**config.mk**
```make
export PLATFORM = sky130hd
export DESIGN_NAME = chacha_round_ctrl
export DESIGN_NICKNAME = d
export VERILOG_FILES = /design/src/rtl/chacha_round_ctrl.sv
export SDC_FILE = /design/constraint.sdc
export NUM_CORES = 1
export LEC_CHECK = 0
export CELL_PAD_IN_SITES_DETAIL_PLACEMENT = 0
export CELL_PAD_IN_SITES_GLOBAL_PLACEMENT = 1
export CORE_MARGIN = 2
export CORE_UTILIZATION = 24
export CTS_CLUSTER_DIAMETER = 150
export DETAILED_ROUTE_END_ITERATION = 10
export PLACE_DENSITY_LB_ADDON = 0.1
export RECOVER_POWER = 100
export SYNTH_ARGS = -nofsm -noshare
export SYNTH_HDL_FRONTEND = slang
export SYNTH_SLANG_ARGS = --single-unit
```
**constraint.sdc**
```tcl
create_clock -name clk -period 1.4 [get_ports clk]
set_input_delay 0.21 -clock clk [delete_from_list [all_inputs] [get_ports clk]]
set_output_delay 0.21 -clock clk [all_outputs]
set_load 0.01 [all_outputs]
```
**src/rtl/chacha_round_ctrl.sv**
```systemverilog
// chacha_round_ctrl
//   Sequencer for the four ChaCha column-slice quarter-round units. It gates
//   host byte writes into the state, runs ROUNDS/2 double-rounds (column,
//   diagonalise, diagonal, undiagonalise) followed by one add-back, and
//   registers the host read-back byte from the four slice output lanes.
//
// Parameters
//   ROUNDS      total ChaCha rounds, even, 2..62
//
// Ports
//   clk, rst    clock (posedge) and synchronous active-high reset
//   start       begin a block computation (honoured in IDLE/DONE only)
//   host_we     host byte write strobe (dropped while busy)
//   host_addr   host byte address {row, col, byte}
//   host_wdata  host write byte
//   host_rdata  registered OR of the four slice lanes, 1-cycle latency
//   busy        high while sequencing
//   done        sticky result-valid flag
//   q_write / q_calc / q_shift / q_add_back / q_step
//               strobes broadcast to all four slices
//   q_addr, q_data  host address/data forwarded combinationally
//   q_rdata     {slice3, slice2, slice1, slice0} data_out lanes
//
// Configuration
//   CHACHA_CTRL_SINGLE_STEP_EN  adds input `advance`; sequencing states only
//                               strobe and progress in cycles with advance=1.

module chacha_round_ctrl #(
    parameter int unsigned ROUNDS = 20
) (
    input  logic        clk,
    input  logic        rst,
    input  logic        start,
    input  logic        host_we,
    input  logic [5:0]  host_addr,
    input  logic [7:0]  host_wdata,
    output logic [7:0]  host_rdata,
    output logic        busy,
    output logic        done,
    output logic        q_write,
    output logic        q_calc,
    output logic        q_shift,
    output logic        q_add_back,
    output logic [1:0]  q_step,
    output logic [5:0]  q_addr,
    output logic [7:0]  q_data,
`ifdef CHACHA_CTRL_SINGLE_STEP_EN
    input  logic        advance,
`endif
    input  logic [31:0] q_rdata
);

    localparam logic [5:0] DOUBLES = 6'(ROUNDS / 2);

    typedef enum logic [2:0] {
        S_IDLE,
        S_COL,
        S_DIAG,
        S_DGCALC,
        S_UNDIAG,
        S_ADD,
        S_DONE
    } state_t;

    state_t     state;
    logic [5:0] round_cnt;
    logic [2:0] sub_cnt;
    logic       adv;

`ifdef CHACHA_CTRL_SINGLE_STEP_EN
    assign adv = advance;
`else
    assign adv = 1'b1;
`endif

    assign q_addr = host_addr;
    assign q_data = host_wdata;

    // Per-cycle column-rotation step while diagonalising: rows b, c, d move
    // by 1, 2, 3 columns as 1,2,2,3,3,3 single-column shifts.
    function automatic logic [1:0] diag_step(input logic [2:0] s);
        case (s)
            3'd0:      return 2'd1;
            3'd1, 3'd2: return 2'd2;
            default:   return 2'd3;
        endcase
    endfunction

    // Undiagonalise completes each row rotation to a full 4 columns.
    function automatic logic [1:0] undiag_step(input logic [2:0] s);
        case (s)
            3'd0, 3'd1, 3'd2: return 2'd1;
            3'd3, 3'd4:       return 2'd2;
            default:          return 2'd3;
        endcase
    endfunction

    // Moore decode of the sequencing state; only q_write looks at host_we.
    always_comb begin
        q_write    = 1'b0;
        q_calc     = 1'b0;
        q_shift    = 1'b0;
        q_add_back = 1'b0;
        q_step     = 2'd0;
        case (state)
            S_IDLE, S_DONE: q_write = host_we;
            S_COL, S_DGCALC: begin
                q_calc = adv;
                q_step = adv ? sub_cnt[1:0] : 2'd0;
            end
            S_DIAG: begin
                q_shift = adv;
                q_step  = adv ? diag_step(sub_cnt) : 2'd0;
            end
            S_UNDIAG: begin
                q_shift = adv;
                q_step  = adv ? undiag_step(sub_cnt) : 2'd0;
            end
            S_ADD: q_add_back = adv;
            default: ;
        endcase
    end

    always_ff @(posedge clk) begin
        if (rst) begin
            state      <= S_IDLE;
            round_cnt  <= '0;
            sub_cnt    <= '0;
            busy       <= 1'b0;
            done       <= 1'b0;
            host_rdata <= '0;
        end else begin
            host_rdata <= q_rdata[7:0] | q_rdata[15:8] | q_rdata[23:16] | q_rdata[31:24];
            case (state)
                S_IDLE, S_DONE: begin
                    if (start) begin
                        state     <= S_COL;
                        round_cnt <= '0;
                        sub_cnt   <= '0;
                        busy      <= 1'b1;
                        done      <= 1'b0;
                    end else if (host_we) begin
                        done <= 1'b0;
                    end
                end
                S_COL: if (adv) begin
                    if (sub_cnt == 3'd3) begin
                        sub_cnt <= '0;
                        state   <= S_DIAG;
                    end else begin
                        sub_cnt <= sub_cnt + 3'd1;
                    end
                end
                S_DIAG: if (adv) begin
                    if (sub_cnt == 3'd5) begin
                        sub_cnt <= '0;
                        state   <= S_DGCALC;
                    end else begin
                        sub_cnt <= sub_cnt + 3'd1;
                    end
                end
                S_DGCALC: if (adv) begin
                    if (sub_cnt == 3'd3) begin
                        sub_cnt <= '0;
                        state   <= S_UNDIAG;
                    end else begin
                        sub_cnt <= sub_cnt + 3'd1;
                    end
                end
                S_UNDIAG: if (adv) begin
                    if (sub_cnt == 3'd5) begin
                        sub_cnt   <= '0;
                        round_cnt <= round_cnt + 6'd1;
                        state     <= (round_cnt + 6'd1 == DOUBLES) ? S_ADD : S_COL;
                    end else begin
                        sub_cnt <= sub_cnt + 3'd1;
                    end
                end
                S_ADD: if (adv) begin
                    state <= S_DONE;
                    busy  <= 1'b0;
                    done  <= 1'b1;
                end
                default: begin
                    state <= S_IDLE;
                    busy  <= 1'b0;
                    done  <= 1'b0;
                end
            endcase
        end
    end

endmodule

```
==> results_tabular.tex, run 1 <==
\begin{tabular}{lr}
\hline
Metric & Value \\
\hline
\multicolumn{2}{l}{\textbf{Status}} \\
\quad Status & complete, but fails checks \\
\quad Violations in the final reports & negative setup slack \\
\multicolumn{2}{l}{\textbf{Layout}} \\
\quad Sequential cell area & 449.2 um2 \\
\quad Fraction of layout instances using a drive strength above 1 & 0.4203 \\
\quad Area growth from synthesis to layout & 82.95\% \\
\quad Nets & 336 \\
\quad Fill cell instance count of the final layout & 576 \\
\quad Count of non-filler cells in the finished layout & 351 \\
\quad Number of diodes added for antenna fixing & 0 \\
\quad Multi-input logic area & 0.001172 mm2 \\
\multicolumn{2}{l}{\textbf{CTS}} \\
\quad Clock latency reported for the late side of the worst-skew pair & 0.26 ns \\
\quad Master cell of the clock root buffer & sky130\_fd\_sc\_hd\_\_clkbuf\_8 \\
\quad CTS sink count & 22 \\
\quad Clk pin slew, worst setup/hold paths & 0.09 ns \\
\quad CTS tree & yes \\
\quad H-Tree Level Count & 1 \\
\quad Number of buffers inserted for hold repair after clock tree synthesis & 0 \\
\quad Maximum clock path buffer count & 2 \\
\quad Number of clock buffers inserted by TritonCTS & 3 \\
\multicolumn{2}{l}{\textbf{Floorplanning}} \\
\quad Die area & 0.006916 mm2 \\
\quad Area inside the core boundary & 0.005991 mm2 \\
\quad Die height & 83.16 um \\
\quad Initial core utilization & 0.2510 \\
\quad Std cell rows & 28 \\
\quad IO Count & 80 \\
\quad Die extent in x & 83.16 um \\
\multicolumn{2}{l}{\textbf{Timing}} \\
\quad Max transition margin & 0.7457 \\
\quad Number of max-slew violations in the final report & 0 \\
\quad Fmax & 0.5591 GHz \\
\quad Transition at the pin with the smallest max-transition slack & 0.3814 ns \\
\quad Final critical delay including setup and external delays & 1.789 ns \\
\quad Period utilization & 1.278 \\
\quad Count of final hold-check violations & 0 \\
\quad Final setup violation count & 16 \\
\quad Final worst slack & -0.3886 ns \\
\quad RSZ-0062 raised after global routing & true \\
\quad Final setup skew & 0.002238 ns \\
\multicolumn{2}{l}{\textbf{Setup path}} \\
\quad Peak fanout along the critical path & 3 \\
\quad Setup Crit Path Kind & reg2out \\
\quad Data arrival time of the critical path & 1.58 ns \\
\quad Startpoint class of the critical path & flop \\
\quad Ordered cell list for the critical path & buf\_12 -> ha\_4 -> nor2\_2 -> and3\_1 -> o31a\_1 -> o22ai\_2 -> buf\_2 \\
\quad Setup slack on the worst flop-to-flop path & -0.17 ns \\
\quad Slowest cell on the critical path & sky130\_fd\_sc\_hd\_\_dfxtp\_4 \\
\quad Cell family with the largest share of critical-path delay & flip-flops \\
\quad Type of destination of the critical path & primary output \\
\quad Max incr delay on CP & 0.39 ns \\
\quad Data required time of the worst path & 1.19 ns \\
\quad Worst path bufs/invs & 2 \\
\multicolumn{2}{l}{\textbf{Detailed routing}} \\
\quad Final routed wirelength across all metal layers & 5191 um \\
\quad Metal3 WL & 389 um \\
\quad Number of detailed-routing iterations run before antenna repair & 4 \\
\quad Via count & 1735 \\
\quad Met1 routed wirelength after detailed routing & 2111 um \\
\quad Detailed router's first-iteration violation count & 81 \\
\quad Antenna Violating Nets Remaining & 0 \\
\quad Vias per Instance & 4.943 \\
\quad Post-DR wirelength/cell & 14.79 um \\
\quad Met2 wirelength from detailed routing & 2540 um \\
\quad Highest routed layer & met4 \\
\quad Number of DRC violations after detailed routing & 0 \\
\multicolumn{2}{l}{\textbf{Power}} \\
\quad Power share of the clock group & 0.192 \\
\quad Internal Dissipation & 0.001616 W \\
\quad Power spent charging and discharging nets & 0.0008716 W \\
\quad Sequential share of power & 0.297 \\
\quad Final Power & 0.002488 W \\
\quad Areal power density over the cells & 904.2 mW/mm2 \\
\quad Gate power share & 0.511 \\
\quad Largest voltage drop on the vdd net & 0.4216 mV \\
\quad Leakage power of the design & 1.068 nW \\
\quad Switching fraction of total power & 0.3504 \\
\multicolumn{2}{l}{\textbf{Global routing}} \\
\quad Via count of the first global-routing pass & 1806 \\
\quad First-pass GRT wire length & 8618 um \\
\quad Global-route usage over all layers & 0.1499 \\
\quad Initial antenna violation count & 0 \\
\quad Maximum number of pins on one net before global-route repair & 18 \\
\quad Overall overflow remaining after global route & 0 \\
\multicolumn{2}{l}{\textbf{Synth}} \\
\quad Post-Synth Simple-Gate Area & 0.2629 \\
\quad \#FFs+latches synth & 22 \\
\quad Synthesized area & 0.001504 mm2 \\
\quad Number of warnings printed during yosys synthesis & 0 \\
\quad Compound-cell area share of the yosys netlist & 0.2097 \\
\quad Adder-Cell Fraction of Synth Area & 0.07488 \\
\quad Main combinational cell family by area after synthesis & simple AND/OR/NAND/NOR gates \\
\quad Distinct cells, synth & 45 \\
\quad Xor/xnor cell area share of the yosys netlist & 0.01165 \\
\quad Gate count after technology mapping & 195 \\
\quad Multiplexer share of the synthesized area & 0.007488 \\
\quad Post-synthesis area per instance & 7.713 um2 \\
\quad Syn nets & 254 \\
\quad Proportion of synthesized chip area in sequential cells & 0.2928 \\
\multicolumn{2}{l}{\textbf{Place}} \\
\quad Final weighted congestion of routability-driven global placement & 0.8201 \\
\quad Post-placement cell count & 331 \\
\quad Hpwl dp & 3683 um \\
\quad Buffers added on ports & 51 \\
\quad Post-placement setup slack & -0.5512 ns \\
\multicolumn{2}{l}{\textbf{Run}} \\
\quad Number of max-cap violations & 0 \\
\multicolumn{2}{l}{\textbf{Hold path}} \\
\quad Type of the worst min-delay path & in2out \\
\hline
\end{tabular}
==> power by group through the flow <==
stage	logic (W)	registers, W	clock network [W]
after global routing	0.00137	0.000749	0.000523
final	0.00127	0.000739	0.000479
after detailed placement	0.000982	0.000745	0
after global placement	0.000957	0.000744	0
after floorplan	0.000516	0.000752	0
after CTS	0.00121	0.000739	0.000497
==> layout by cell type, fill, tap and decap left out, types with 5 or more instances in the layout <==
| cell | count |
|---|---|
| sky130_fd_sc_hd__a21oi_2 | 6 |
| sky130_fd_sc_hd__inv_1 | 8 |
| sky130_fd_sc_hd__ha_4 | 6 |
| sky130_fd_sc_hd__dfxtp_1 | 17 |
| sky130_fd_sc_hd__buf_6 | 8 |
| sky130_fd_sc_hd__nor3_1 | 6 |
| sky130_fd_sc_hd__nand2_1 | 9 |
| sky130_fd_sc_hd__a21oi_1 | 7 |
| sky130_fd_sc_hd__buf_4 | 39 |
| sky130_fd_sc_hd__clkdlybuf4s50_1 | 41 |
| sky130_fd_sc_hd__nor2_1 | 19 |
| sky130_fd_sc_hd__buf_2 | 5 |
| sky130_fd_sc_hd__nor4_1 | 9 |
==> synthesized netlist by cell type, drive strengths merged <==
master	instances	area share
a211oi	5	0.025
a21o	4	0.020
a21oi	14	0.047
a221oi	1	0.0058
a222oi	1	0.0067
a22oi	2	0.010
a311oi	1	0.0058
a31o	1	0.0058
a31oi	2	0.0083
a32oi	1	0.0058
a41oi	1	0.0058
and3	4	0.017
buf	20	0.098
clkbuf	6	0.015
dfxtp	22	0.29
ha	9	0.075
inv	11	0.027
mux2	1	0.0075
nand2	11	0.027
nand2b	3	0.012
nand3	4	0.013
nand3b	1	0.0050
nand4b	1	0.0058
nor2	24	0.065
nor2b	3	0.012
nor3	9	0.030
nor3b	2	0.010
nor4	9	0.037
nor4b	2	0.012
o21ai	8	0.027
o22a	1	0.0058
o22ai	2	0.0083
o311a	1	0.0067
o31a	1	0.0058
o31ai	1	0.0050
o32ai	1	0.0058
or3	1	0.0042
or3b	2	0.012
xnor2	1	0.0058
xor2	1	0.0058
==> metal layers <==
| layer | vias to the layer above | GRT usage |
|---|---|---|
| li1 | 844 | - |
| met1 | 798 | 0.1743 |
| met2 | 71 | 0.2632 |
| met3 | 22 | 0.03380 |
| met4 | 0 | 0.06259 |
| met5 | - | 0 |
==> final cells by class <==
class	instances	area share
clock buffer	4	0.02001
inverter	11	0.01683
multi-input combinational	136	0.4261
sequential	22	0.1633
tap	75	0.03411
timing repair buffer	103	0.3397
==> final timing paths <==
check | depth (start not counted) | start | endpoint
worst max-delay path | 7 | sub_cnt[0]$_SDFFE_PP0P_ | q_step[1]
worst min-delay path | 0 | host_wdata[0] | q_data[0]
worst max register to register | 6 | state[2]$_SDFFE_PP0P_ | round_cnt[5]$_SDFFE_PP0P_
worst min register to register | 1 | round_cnt[5]$_SDFFE_PP0P_ | round_cnt[5]$_SDFFE_PP0P_
==> cells by family after synthesis <==
group / count (synthesis)
XOR/XNOR: 2
adder cells (fa/ha/maj): 9
multiplexers: 1
AND/OR/NAND/NOR: 76
buffers and inverters: 37
AO/OA/AOI/OAI: 48
flip-flops: 22
==> state kept, by name (all words and copies together), names as in the netlist <==
register	count
busy	1
done	1
host_rdata	8
round_cnt	6
state	3
sub_cnt	3
==> worst register-to-register path, delay by kind of cell, from the launching register on <==
family	cells	cell delay [ns]
buffers and inverters	2	0.25
AO/OA/AOI/OAI	3	0.47
flip-flops	1	0.33
AND/OR/NAND/NOR	1	0.39
==> timing repair <==
| item | CTS | global route |
|---|---|---|
| buffers inserted | 13 | 5 |
| resized for setup | 66 | 39 |
| pin swaps | 33 | 13 |
| hold endpoints to repair | 0 | 0 |
| setup endpoints to repair | 20 | 21 |
==> through the flow <==
| step | cell area, um2 | utilization | TNS, ns | hold WS, ns |
|---|---|---|---|---|
| after floorplan | 1577 | - | -0.07918 | 0.3256 |
| after global placement | 2273 | 0.3795 | -4.534 | 0.4201 |
| after detailed placement | 2273 | 0.3795 | -4.676 | 0.4201 |
| after CTS | 2594 | 0.4330 | -3.924 | 0.4201 |
| after global routing | 2751 | 0.4593 | -3.502 | 0.4200 |
| final | 2751 | 0.4593 | -2.611 | 0.4200 |
Note: power is estimated with default switching activity, not from simulation.
==> inputs of run 2 (changes only) <==
--- a/config.mk
+++ b/config.mk
@@ -7,8 +7,8 @@
 export LEC_CHECK = 0
 export CELL_PAD_IN_SITES_DETAIL_PLACEMENT = 0
 export CELL_PAD_IN_SITES_GLOBAL_PLACEMENT = 1
-export CORE_MARGIN = 2
-export CORE_UTILIZATION = 24
+export CORE_ASPECT_RATIO = 0.8
+export CORE_UTILIZATION = 27
 export CTS_CLUSTER_DIAMETER = 150
 export DETAILED_ROUTE_END_ITERATION = 10
 export PLACE_DENSITY_LB_ADDON = 0.1
==> constraint.sdc (replaced) <==
create_clock -name clk -period 1.7 [get_ports clk]
set_input_delay 0.255 -clock clk [delete_from_list [all_inputs] [get_ports clk]]
set_output_delay 0.255 -clock clk [all_outputs]
set_load 0.01 [all_outputs]
==> run 2 against run 1 <==
  * The flow still finishes with violations (negative setup slack)
  * Sequential cell count unchanged
  * Largest power group unchanged
  * Via count down 4.8%
  * Register-to-register slack better by 0.14 ns
  * Cell area down 16%
  * Sequential share of layout area up 3.2 points
  * Setup slack better by 0.20 ns
==> results_tabular.tex, run 2 (same netlist as run 1, synthesis figures left out) <==
\begin{tabular}{lr}
\hline
Metric & Value \\
\hline
\multicolumn{2}{l}{\textbf{Setup path}} \\
\quad Data required time of the worst path & 1.44 ns \\
\quad Peak fanout along the critical path & 4 \\
\quad Type of destination of the critical path & primary output \\
\quad Setup Crit Path Kind & reg2out \\
\quad CP Launch Point & sub\_cnt[1]\$\_SDFFE\_PP0P\_ \\
\quad Critical register-to-register path startpoint & state[2]\$\_SDFFE\_PP0P\_ \\
\quad Startpoint class of the critical path & flop \\
\quad Data arrival time of the critical path & 1.63 ns \\
\quad Setup slack on the worst flop-to-flop path & -0.03 ns \\
\multicolumn{2}{l}{\textbf{Layout}} \\
\quad Number of diodes added for antenna fixing & 0 \\
\quad Multi-input logic area & 930.9 um2 \\
\quad Count of non-filler cells in the finished layout & 319 \\
\quad Largest registers ranked by flip-flop count & host\_rdata: 8 flops, round\_cnt: 6 flops \\
\quad Fraction of layout instances using a drive strength above 1 & 0.2179 \\
\quad Area growth from synthesis to layout & 53.33\% \\
\quad Largest register by flop count & host\_rdata \\
\quad Final design instance area without fill & 0.002306 mm2 \\
\quad Max FFs per register & 8 \\
\quad Nets & 317 \\
\quad Sequential cell area & 449.2 um2 \\
\quad Top library cells by usage in the layout, fill and taps aside & sky130\_fd\_sc\_hd\_\_clkdlybuf4s50\_1 (34), sky130\_fd\_sc\_hd\_\_buf\_4 (26), sky130\_fd\_sc\_hd\_\_nor2\_1 (22), sky130\_fd\_sc\_hd\_\_dfxtp\_1 (19), sky130\_fd\_sc\_hd\_\_a21oi\_1 (13) \\
\quad Leading cell type in the layout, fill and taps excluded & sky130\_fd\_sc\_hd\_\_clkdlybuf4s50\_1 \\
\quad Fill cell instance count of the final layout & 532 \\
\multicolumn{2}{l}{\textbf{Detailed routing}} \\
\quad Number of DRC violations after detailed routing & 0 \\
\quad Number of detailed-routing iterations run before antenna repair & 4 \\
\quad Via count & 1651 \\
\quad Final routed wirelength across all metal layers & 4535 um \\
\quad Vias per Instance & 5.176 \\
\quad Antenna Violating Nets Remaining & 0 \\
\quad Detailed router's first-iteration violation count & 70 \\
\quad Post-DR wirelength/cell & 14.22 um \\
\multicolumn{2}{l}{\textbf{Timing}} \\
\quad Final worst slack & -0.1859 ns \\
\quad Period utilization & 1.109 \\
\quad Fmax & 0.5302 GHz \\
\quad Transition at the pin with the smallest max-transition slack & 0.5884 ns \\
\quad Final setup violation count & 5 \\
\quad RSZ-0062 raised after global routing & true \\
\quad Final setup skew & 0.006220 ns \\
\quad Final critical delay including setup and external delays & 1.886 ns \\
\quad Count of final hold-check violations & 0 \\
\quad Number of max-slew violations in the final report & 0 \\
\quad Max transition margin & 0.6078 \\
\multicolumn{2}{l}{\textbf{Floorplanning}} \\
\quad Die height & 68.76 um \\
\quad Die extent in x & 85.44 um \\
\quad Initial core utilization & 0.2903 \\
\quad Die area & 0.005874 mm2 \\
\quad IO Count & 80 \\
\quad Area inside the core boundary & 0.005180 mm2 \\
\quad Std cell rows & 23 \\
\multicolumn{2}{l}{\textbf{Power}} \\
\quad Power spent charging and discharging nets & 0.0006503 W \\
\quad Leakage power of the design & 0.9001 nW \\
\quad Switching fraction of total power & 0.3369 \\
\quad Final Power & 0.001930 W \\
\quad Power share of the clock group & 0.204 \\
\quad Gate power share & 0.484 \\
\quad Largest voltage drop on the vdd net & 0.3495 mV \\
\quad Sequential share of power & 0.312 \\
\quad Areal power density over the cells & 837.1 mW/mm2 \\
\quad Internal Dissipation & 0.001280 W \\
\multicolumn{2}{l}{\textbf{CTS}} \\
\quad CTS tree & yes \\
\quad Master cell of the clock root buffer & sky130\_fd\_sc\_hd\_\_clkbuf\_8 \\
\quad Number of clock buffers inserted by TritonCTS & 3 \\
\quad H-Tree Level Count & 1 \\
\quad CTS sink count & 22 \\
\quad Clk pin slew, worst setup/hold paths & 0.09 ns \\
\quad Maximum clock path buffer count & 2 \\
\quad Clock latency reported for the late side of the worst-skew pair & 0.27 ns \\
\multicolumn{2}{l}{\textbf{Global routing}} \\
\quad First-pass GRT wire length & 7576 um \\
\quad Overall overflow remaining after global route & 0 \\
\quad Initial antenna violation count & 0 \\
\quad Maximum number of pins on one net before global-route repair & 15 \\
\quad Via count of the first global-routing pass & 1612 \\
\quad Global-route usage over all layers & 0.1675 \\
\multicolumn{2}{l}{\textbf{Place}} \\
\quad Buffers added on ports & 51 \\
\quad Final weighted congestion of routability-driven global placement & 0.8488 \\
\quad Hpwl dp & 3375 um \\
\quad Post-placement cell count & 311 \\
\quad Post-placement setup slack & -0.4069 ns \\
\quad Placed Area & 0.002140 mm2 \\
\multicolumn{2}{l}{\textbf{Hold path}} \\
\quad Hold path start & round\_cnt[5]\$\_SDFFE\_PP0P\_ \\
\quad Type of the worst min-delay path & reg2reg \\
\multicolumn{2}{l}{\textbf{Status}} \\
\quad Status & complete, but fails checks \\
\quad Violations in the final reports & negative setup slack \\
\multicolumn{2}{l}{\textbf{Run}} \\
\quad Number of max-cap violations & 0 \\
\hline
\end{tabular}
-- run 2: cell type report --
type	count	area share
multi-input cells	136	0.4037
well taps	62	0.03364
repair buffers	84	0.3239
clock buffers	4	0.02387
flip-flops and latches	22	0.1948
inverters	11	0.02008
-- run 2: metrics by stage --
step	hold WS, ns	util	TNS [ns]
6_report	0.4889	0.4452	-0.4314
3_5_place_dp	0.4644	0.4130	-0.9146
2_1_floorplan	0.3706	-	0
4_1_cts	0.4866	0.4483	-0.4246
3_3_place_gp	0.4681	0.4130	-0.7199
5_1_grt	0.5100	0.4452	-1.319
-- run 2: repair_timing --
action	in CTS	in global routing
resized for setup	41	2
setup buffers	4	0
pin swaps	3	1
endpoints found under the setup margin	10	9
hold buffers	0	0
-- run 2: power groups by stage --
stage,clock [W],sequential (W),combinational (W)
global placement,0,0.000592,0.000783
global route,0.000435,0.000609,0.00102
floorplan,0,0.000604,0.000396
CTS,0.000416,0.000602,0.000932
finish,0.000394,0.000602,0.000934
detailed placement,0,0.000594,0.000811
-- run 2: worst max-delay path, cell delays in order, from the launching register on --
cell and delay [ns]:
sky130_fd_sc_hd__dfxtp_4 0.39, sky130_fd_sc_hd__inv_4 0.06, sky130_fd_sc_hd__ha_4 0.16, sky130_fd_sc_hd__buf_6 0.11
sky130_fd_sc_hd__o311a_1 0.33, sky130_fd_sc_hd__a21oi_2 0.10, sky130_fd_sc_hd__o22ai_1 0.07, sky130_fd_sc_hd__buf_2 0.14
-- run 2: final timing paths --
kind / endpoint / cells after the start
hold reg to reg: round_cnt[5]$_SDFFE_PP0P_ / 1
hold / removal: round_cnt[5]$_SDFFE_PP0P_ / 1
setup reg to reg: state[2]$_SDFFE_PP0P_ / 7
setup / recovery: q_step[0] / 7
-- run 2: layer usage --
layer | global-route usage | vias up | wire [um] | part of all wire
met5 | 0 | - | 0 | 0
met4 | 0.06458 | 0 | 95 | 0.021
met3 | 0.03929 | 14 | 304 | 0.067
met1 | 0.1984 | 755 | 1959 | 0.43
li1 | - | 807 | - | -
met2 | 0.3000 | 75 | 2175 | 0.48
